`config.mk`:
```
export PLATFORM = sky130hd
export DESIGN_NAME = wptr_full_ctrl_flat
export DESIGN_NICKNAME = d
export VERILOG_FILES = /design/src/rtl/fifo_pkg.sv /design/src/rtl/wptr_full_ctrl_if.sv /design/src/rtl/ptr_sync2.sv /design/src/rtl/wptr_full_ctrl.sv /design/src/flat_wrapper.sv
export SDC_FILE = /design/constraint.sdc
export NUM_CORES = 1
export LEC_CHECK = 0
export ABC_CLOCK_PERIOD_IN_PS = 4420
export BUFFER_PORTS_ARGS = -buffer_cell sky130_fd_sc_hd__buf_2
export CAP_MARGIN = 25
export CORE_AREA = 8 8 60 62
export CTS_CLUSTER_SIZE = 40
export DETAILED_ROUTE_END_ITERATION = 12
export DIE_AREA = 0 0 68 70
export GPL_TIMING_DRIVEN = 0
export PLACE_DENSITY = 0.8
export SKIP_CTS_REPAIR_TIMING = 1
export SYNTH_ARGS = -nofsm -noshare
export SYNTH_HDL_FRONTEND = slang
export SYNTH_SLANG_ARGS = --single-unit
export TNS_END_PERCENT = 30
```
`constraint.sdc`:
```
create_clock -name wclk -period 4.42 [get_ports wclk]
set_input_delay 0.884 -clock wclk [delete_from_list [all_inputs] [get_ports wclk]]
set_output_delay 0.884 -clock wclk [all_outputs]
set_load 0.03 [all_outputs]
```
`src/rtl/fifo_pkg.sv`:
```
// fifo_pkg: shared definitions for the asynchronous FIFO pointer logic.
//   DEFAULT_ADDR_WIDTH - default FIFO address width (depth = 2**ADDR_WIDTH)
//   ptr_width()        - pointer width: one extra bit beyond the address
//                        separates "full" from "empty"
//   bin2gray/gray2bin  - pointer code conversions on a 32-bit carrier; the
//                        caller zero-extends its operand and casts the result
//                        back down to the pointer width
package fifo_pkg;

    localparam int unsigned DEFAULT_ADDR_WIDTH = 5;

    function automatic int unsigned ptr_width(input int unsigned addr_width);
        return addr_width + 1;
    endfunction

    function automatic logic [31:0] bin2gray(input logic [31:0] b);
        return b ^ (b >> 1);
    endfunction

    // Bit i of the result is the XOR of g[31:i].
    function automatic logic [31:0] gray2bin(input logic [31:0] g);
        logic [31:0] b;
        b = g;
        for (int i = 1; i < 32; i++) begin
            b = b ^ (g >> i);
        end
        return b;
    endfunction

endpackage

```
`src/rtl/wptr_full_ctrl_if.sv`:
```
// wptr_full_ctrl_if: write-side bundle between a producer, the FIFO memory and
// the write-pointer / full-flag controller.
//   master (producer side) drives : winc, ovf_clr, rptr_gray_async
//   slave  (controller)    drives : wen, waddr, wptr_gray, wfull, wafull,
//                                   wlevel, wovf
// rptr_gray_async arrives from the read domain and is not related to wclk.
interface wptr_full_ctrl_if
    import fifo_pkg::*;
#(
    parameter int unsigned ADDR_WIDTH = DEFAULT_ADDR_WIDTH
);
    localparam int unsigned PW = ADDR_WIDTH + 1;

    logic                  winc;
    logic                  ovf_clr;
    logic [PW-1:0]         rptr_gray_async;
    logic                  wen;
    logic [ADDR_WIDTH-1:0] waddr;
    logic [PW-1:0]         wptr_gray;
    logic                  wfull;
    logic                  wafull;
    logic [PW-1:0]         wlevel;
    logic                  wovf;

    modport master (
        output winc, ovf_clr, rptr_gray_async,
        input  wen, waddr, wptr_gray, wfull, wafull, wlevel, wovf
    );

    modport slave (
        input  winc, ovf_clr, rptr_gray_async,
        output wen, waddr, wptr_gray, wfull, wafull, wlevel, wovf
    );

endinterface

```
`src/rtl/ptr_sync2.sv`:
```
// ptr_sync2: two-flop synchroniser for a Gray-coded pointer crossing into the
// clk domain. Only one bit of a Gray pointer changes per step, so sampling a
// transition yields either the old or the new value, never a mix.
//   clk   - destination clock
//   rst_n - asynchronous active-low reset, clears both stages
//   d     - pointer from the foreign clock domain
//   q     - synchronised pointer (second stage)
module ptr_sync2 #(
    parameter int unsigned WIDTH = 6
) (
    input  logic             clk,
    input  logic             rst_n,
    input  logic [WIDTH-1:0] d,
    output logic [WIDTH-1:0] q
);

    logic [WIDTH-1:0] rq1;
    logic [WIDTH-1:0] rq2;

    always_ff @(posedge clk or negedge rst_n) begin
        if (!rst_n) begin
            rq1 <= '0;
            rq2 <= '0;
        end else begin
            rq1 <= d;
            rq2 <= rq1;
        end
    end

    assign q = rq2;

endmodule

```
`src/rtl/wptr_full_ctrl.sv`:
```
// wptr_full_ctrl: write-side pointer and status controller of an asynchronous
// FIFO. Keeps the binary/Gray write pointer, gates writes when full and
// derives full, almost-full, occupancy and sticky overflow from the read
// pointer synchronised into wclk.
//   wclk   - write-domain clock (only clock)
//   wrst_n - asynchronous active-low reset
//   bus    - wptr_full_ctrl_if.slave: winc, ovf_clr, rptr_gray_async in;
//            wen, waddr, wptr_gray, wfull, wafull, wlevel, wovf out
// Build option: define WPTR_AFULL_EN to implement wafull; without it wafull
// is tied low and its register and comparator are not built.
// Requires ADDR_WIDTH >= 2 (the full pattern inverts the top two Gray bits).
module wptr_full_ctrl
    import fifo_pkg::*;
#(
    parameter int unsigned ADDR_WIDTH  = DEFAULT_ADDR_WIDTH,
    parameter int unsigned AFULL_LEVEL = (32'd1 << ADDR_WIDTH) - 32'd2
) (
    input logic             wclk,
    input logic             wrst_n,
    wptr_full_ctrl_if.slave bus
);

    localparam int unsigned PW = ptr_width(ADDR_WIDTH);

    if (ADDR_WIDTH < 2) begin : g_bad_width
        $error("wptr_full_ctrl: ADDR_WIDTH must be at least 2");
    end
    if (AFULL_LEVEL > (32'd1 << ADDR_WIDTH)) begin : g_bad_afull
        $error("wptr_full_ctrl: AFULL_LEVEL exceeds the FIFO depth");
    end

    logic [PW-1:0] rq2;
    logic [PW-1:0] rbin_s;
    logic [PW-1:0] wbin;
    logic [PW-1:0] wbin_next;
    logic [PW-1:0] wgray_next;
    logic [PW-1:0] level_next;
    logic [PW-1:0] full_pat;
    logic [PW-1:0] wptr_gray;
    logic [PW-1:0] wlevel;
    logic          wen;
    logic          wfull;
    logic          wfull_next;
    logic          wovf;
    logic          wovf_next;

    ptr_sync2 #(
        .WIDTH (PW)
    ) u_rptr_sync (
        .clk   (wclk),
        .rst_n (wrst_n),
        .d     (bus.rptr_gray_async),
        .q     (rq2)
    );

    always_comb begin
        wen        = bus.winc & ~wfull;
        wbin_next  = wbin + {{(PW-1){1'b0}}, wen};
        wgray_next = PW'(bin2gray(32'(wbin_next)));
        rbin_s     = PW'(gray2bin(32'(rq2)));
        // Modulo-2^PW difference stays correct across the pointer wrap.
        level_next = wbin_next - rbin_s;
        // Full when the write pointer is one lap ahead: in Gray code that is
        // the read pointer with its two MSBs inverted.
        full_pat   = {~rq2[PW-1:PW-2], rq2[PW-3:0]};
        wfull_next = (wgray_next == full_pat);
        // A rejected write sets the flag; set wins over a same-cycle clear.
        wovf_next  = (bus.winc & wfull) | (wovf & ~bus.ovf_clr);
    end

    always_ff @(posedge wclk or negedge wrst_n) begin
        if (!wrst_n) begin
            wbin      <= '0;
            wptr_gray <= '0;
            wfull     <= 1'b0;
            wlevel    <= '0;
            wovf      <= 1'b0;
        end else begin
            wbin      <= wbin_next;
            wptr_gray <= wgray_next;
            wfull     <= wfull_next;
            wlevel    <= level_next;
            wovf      <= wovf_next;
        end
    end

`ifdef WPTR_AFULL_EN
    logic wafull;

    always_ff @(posedge wclk or negedge wrst_n) begin
        if (!wrst_n) begin
            wafull <= 1'b0;
        end else begin
            wafull <= (32'(level_next) >= AFULL_LEVEL);
        end
    end

    assign bus.wafull = wafull;
`else
    assign bus.wafull = 1'b0;
`endif

    assign bus.wen       = wen;
    assign bus.waddr     = wbin[ADDR_WIDTH-1:0];
    assign bus.wptr_gray = wptr_gray;
    assign bus.wfull     = wfull;
    assign bus.wlevel    = wlevel;
    assign bus.wovf      = wovf;

endmodule

```
`src/flat_wrapper.sv`:
```
// flat-port wrapper written by rule: the top's interface ports become plain ports
module wptr_full_ctrl_flat import fifo_pkg::*;
#(
    parameter int unsigned ADDR_WIDTH  = DEFAULT_ADDR_WIDTH,
    parameter int unsigned AFULL_LEVEL = (32'd1 << ADDR_WIDTH) - 32'd2
)
  (wclk, wrst_n, bus_winc, bus_ovf_clr, bus_rptr_gray_async, bus_wen, bus_waddr, bus_wptr_gray, bus_wfull, bus_wafull, bus_wlevel, bus_wovf);
  wptr_full_ctrl_if #(.ADDR_WIDTH(ADDR_WIDTH)) bus_i ();
  input logic wclk;
  input logic wrst_n;
  input wire logic [$bits(bus_i.winc)-1:0] bus_winc;
  input wire logic [$bits(bus_i.ovf_clr)-1:0] bus_ovf_clr;
  input wire logic [$bits(bus_i.rptr_gray_async)-1:0] bus_rptr_gray_async;
  output wire logic [$bits(bus_i.wen)-1:0] bus_wen;
  output wire logic [$bits(bus_i.waddr)-1:0] bus_waddr;
  output wire logic [$bits(bus_i.wptr_gray)-1:0] bus_wptr_gray;
  output wire logic [$bits(bus_i.wfull)-1:0] bus_wfull;
  output wire logic [$bits(bus_i.wafull)-1:0] bus_wafull;
  output wire logic [$bits(bus_i.wlevel)-1:0] bus_wlevel;
  output wire logic [$bits(bus_i.wovf)-1:0] bus_wovf;
  assign bus_i.winc = bus_winc;
  assign bus_i.ovf_clr = bus_ovf_clr;
  assign bus_i.rptr_gray_async = bus_rptr_gray_async;
  assign bus_wen = bus_i.wen;
  assign bus_waddr = bus_i.waddr;
  assign bus_wptr_gray = bus_i.wptr_gray;
  assign bus_wfull = bus_i.wfull;
  assign bus_wafull = bus_i.wafull;
  assign bus_wlevel = bus_i.wlevel;
  assign bus_wovf = bus_i.wovf;
  wptr_full_ctrl #(.ADDR_WIDTH(ADDR_WIDTH), .AFULL_LEVEL(AFULL_LEVEL)) u_core (.wclk(wclk), .wrst_n(wrst_n), .bus(bus_i));
endmodule
```
==> results.py <==
metrics = {
    "drt": {
        "drt_iter0_drc": 12,
        "firstDrtPassIters": 4,
        "avgRoutedWirePerCell_um": 13.96,
        "postRouteAntennaNets": 0,
        "wirelength_mm": 2.498,
        "via_count": 873,
        "via_per_inst": 4.877,
        "drc": 0,
    },
    "power": {
        "total_power_mw": 1.459,
        "vdd_drop_max_v": 0.0004757,
        "powerDensity_nw_per_um2": 862.5,
        "p_leak_nw": 0.8544,
    },
    "cts": {
        "insertion_delay_ps": 320,
        "htree_levels": 2,
        "clock-root-buffer": "clkbuf_4",
        "cts_tree": "done",
        "numClockSinks": 31,
        "clock_path_buffers": 2,
        "clkTransAtPathRegs_ps": 80,
        "numCtsBuffers": 5,
    },
    "timing": {
        "finalCritPeriodShare_pct": 66.06,
        "clock_skew_ps": 11.31,
        "rsz0062_at_grt": "no",
        "worst_pin_slew_ps": 670.4,
        "slew_headroom_pct": 55.30,
        "timing.final.ws_setup_ps": 1500,
        "max_freq_mhz": 342.5,
        "drv_slew": 0,
        "hold_violations": 0,
        "fin_setup_tns_ps": 0,
        "fin_crit_ps": 2920,
        "setup_viol": 0,
        "hold_slack_ps": 351.1,
    },
    "worst_setup_path": {
        "worstSetupStartpoint": "bus_winc",
        "cp.buffers_inverters": 2,
        "cp_cell_sequence": "buf_2 -> nor2b_1 -> ha_1 -> ha_1 -> xnor2_2 -> inv_1 -> ha_1 -> a21o_1 -> a211oi_1 -> a211oi_2 -> xnor2_1",
        "slowest_delay_ps": 340,
        "worstSetupPathType": "input pin to flip-flop",
        "critical_path_required_ps": 4630,
        "critPathMaxFanout": 5,
        "critPathArrivalTime_ps": 3130,
        "cpMostUsedCell": "ha_1",
        "reg2reg_depth": 9,
        "end_kind": "flip-flop",
        "r2r_start": "u_core.u_rptr_sync.q[4]",
        "r2r_end": "u_core.bus.wlevel[4]",
        "cp_slowest_cell": "ha_1",
        "startpoint_type": "input pin",
        "r2r_slack_ps": 1700,
        "critPathTopFamily": "adder cells",
    },
    "logic_synthesis": {
        "synth_commonest_cells": "dfrtp_1 (31), xnor2_1 (12), inv_1 (9)",
        "synth_seq_cells": 31,
        "synthTopCellsByArea": "dfrtp_1 (54%), xnor2_1 (7.3%), ha_1 (5.2%)",
        "yosys.area.top_type": "dfrtp_1",
        "synth_nets": 128,
        "synth_top_area_share_pct": 53.91,
        "async_flop_share_pct": 100.0,
        "postSynthAreaPerCell_um2": 12.96,
        "synth_edf_count": 0,
        "synth_flop_cell": "dfrtp_1",
        "post-synth-top-count-cell": "dfrtp_1",
        "yosys_warnings": 0,
        "ys_types": 33,
        "synth_area_um2": 1439,
        "netlist_instances": 111,
        "ys_seq_area_share_pct": 53.91,
    },
    "die": {
        "rows": 19,
        "die-area_um2": 4760,
        "die_w_um": 68,
        "start_util_pct": 54.04,
        "core_um2": 2663,
        "die_h_um": 70,
        "ios": 31,
    },
    "grt": {
        "met2_usage_pct": 19.00,
        "use_met3_pct": 5.742,
        "grt_pass1_vias": 976,
        "grt_pass1_wl_mm": 4.243,
        "use_met1_pct": 12.73,
        "grt_max_degree": 32,
        "top_usage_layer": "met2",
        "overflow": 0,
        "antenna_found_initial": 0,
        "track_usage_pct": 11.81,
    },
    "job": {
        "maxCapViolCount": 0,
    },
    "place": {
        "hpwl_mm": 1.909,
        "io_buffers": 29,
        "pre_cts_ws_ps": 1146,
        "placed_cell_area_um2": 1623,
        "placed_cells": 171,
        "place_congestion": 0.8074,
    },
    "final_layout": {
        "instances_no_fill": 179,
        "design_area_um2": 1692,
        "synthToLayoutAreaGrowth_pct": 17.57,
        "layout.nets": 164,
        "layout-drive-gt1-share_pct": 31.76,
        "antenna_cells": 0,
        "final_util_pct": 63.53,
    },
    "run_status": {
        "status": "finished clean",
    },
    "worst_hold_path": {
        "min_to": "u_core.u_rptr_sync.q[2]",
        "min_path_cells": 0,
        "holdCritPathClass": "flip-flop to flip-flop",
        "min_from": "u_core.u_rptr_sync.rq1[2]",
    },
}
[cells by family (layout without fill, tap and decap cells)]
group / count (synthesis) / after routing / synth area share (%)
XOR/XNOR: 26 / 26 / 21.30
adder cells (fa/ha/maj): 7 / 7 / 6.609
buffers and inverters: 13 / 50 / 3.913
AND/OR/NAND/NOR: 23 / 23 / 8.349
AO/OA/AOI/OAI: 10 / 10 / 5.652
other: 1 / 1 / 0.2606
flip-flops: 31 / 31 / 53.91
[placed cells by master, fill, tap and decap left out, types with 2 or more instances in the layout]
cell type | Yosys | final
clkbuf_8 | 0 | 2
inv_1 | 9 | 9
xor2_1 | 8 | 8
buf_2 | 2 | 31
nand3_1 | 2 | 2
and2_1 | 2 | 2
o21ai_0 | 2 | 2
nor3_1 | 3 | 3
xnor2_2 | 2 | 2
a211oi_1 | 3 | 3
ha_1 | 6 | 6
clkbuf_4 | 0 | 5
xor3_2 | 2 | 2
xnor2_1 | 12 | 12
nand2_1 | 6 | 6
dfrtp_1 | 31 | 31
nor2_1 | 3 | 3
[where the power goes]
part / internal, mW / total [mW] / switching, mW
Clock: 0.0935 / 0.182 / 0.0882
Combinational: 0.343 / 0.863 / 0.520
Sequential: 0.382 / 0.414 / 0.0325
Total: 0.818 / 1.46 / 0.641
[area by class of cell]
type / instances / area (um^2)
Buffer: 4 / 22.52
Inverter: 9 / 33.78
Timing Repair Buffer: 29 / 145.1
Clock buffer: 8 / 68.82
Multi-Input combinational cell: 67 / 606.8
Sequential cell: 31 / 775.7
Fill cell: 209 / 970.9
Tap cell: 31 / 38.79
[state kept, by name (all words and copies together), names as in the netlist]
signal                  count
u_core.bus.wlevel           6
u_core.bus.wovf             1
u_core.bus.wptr_gray        5
u_core.u_rptr_sync.q        6
u_core.bus.wfull            1
u_core.u_rptr_sync.rq1      6
u_core.wbin                 6
[routing by layer]
metal / wire length, um / share of wire, % / up-vias
met3: 166 / 6.6 / 2
li1: - / - / 433
met1: 1005 / 40 / 416
met5: 0 / 0 / -
met4: 15 / 0.60 / 0
met2: 1310 / 52 / 22
[worst max-delay path by stage]
stage	end	slack [ps]	depth (start not counted)
after detailed placement	u_core.bus.wlevel[5]	1150	11
final	u_core.bus.wlevel[5]	1500	11
after global placement	u_core.bus.wlevel[5]	1260	11
after floorplan	u_core.bus.wlevel[5]	1100	10
after CTS	u_core.bus.wlevel[5]	1490	11
after global routing	u_core.bus.wlevel[5]	1380	11
(Power assumes the default switching activity.)
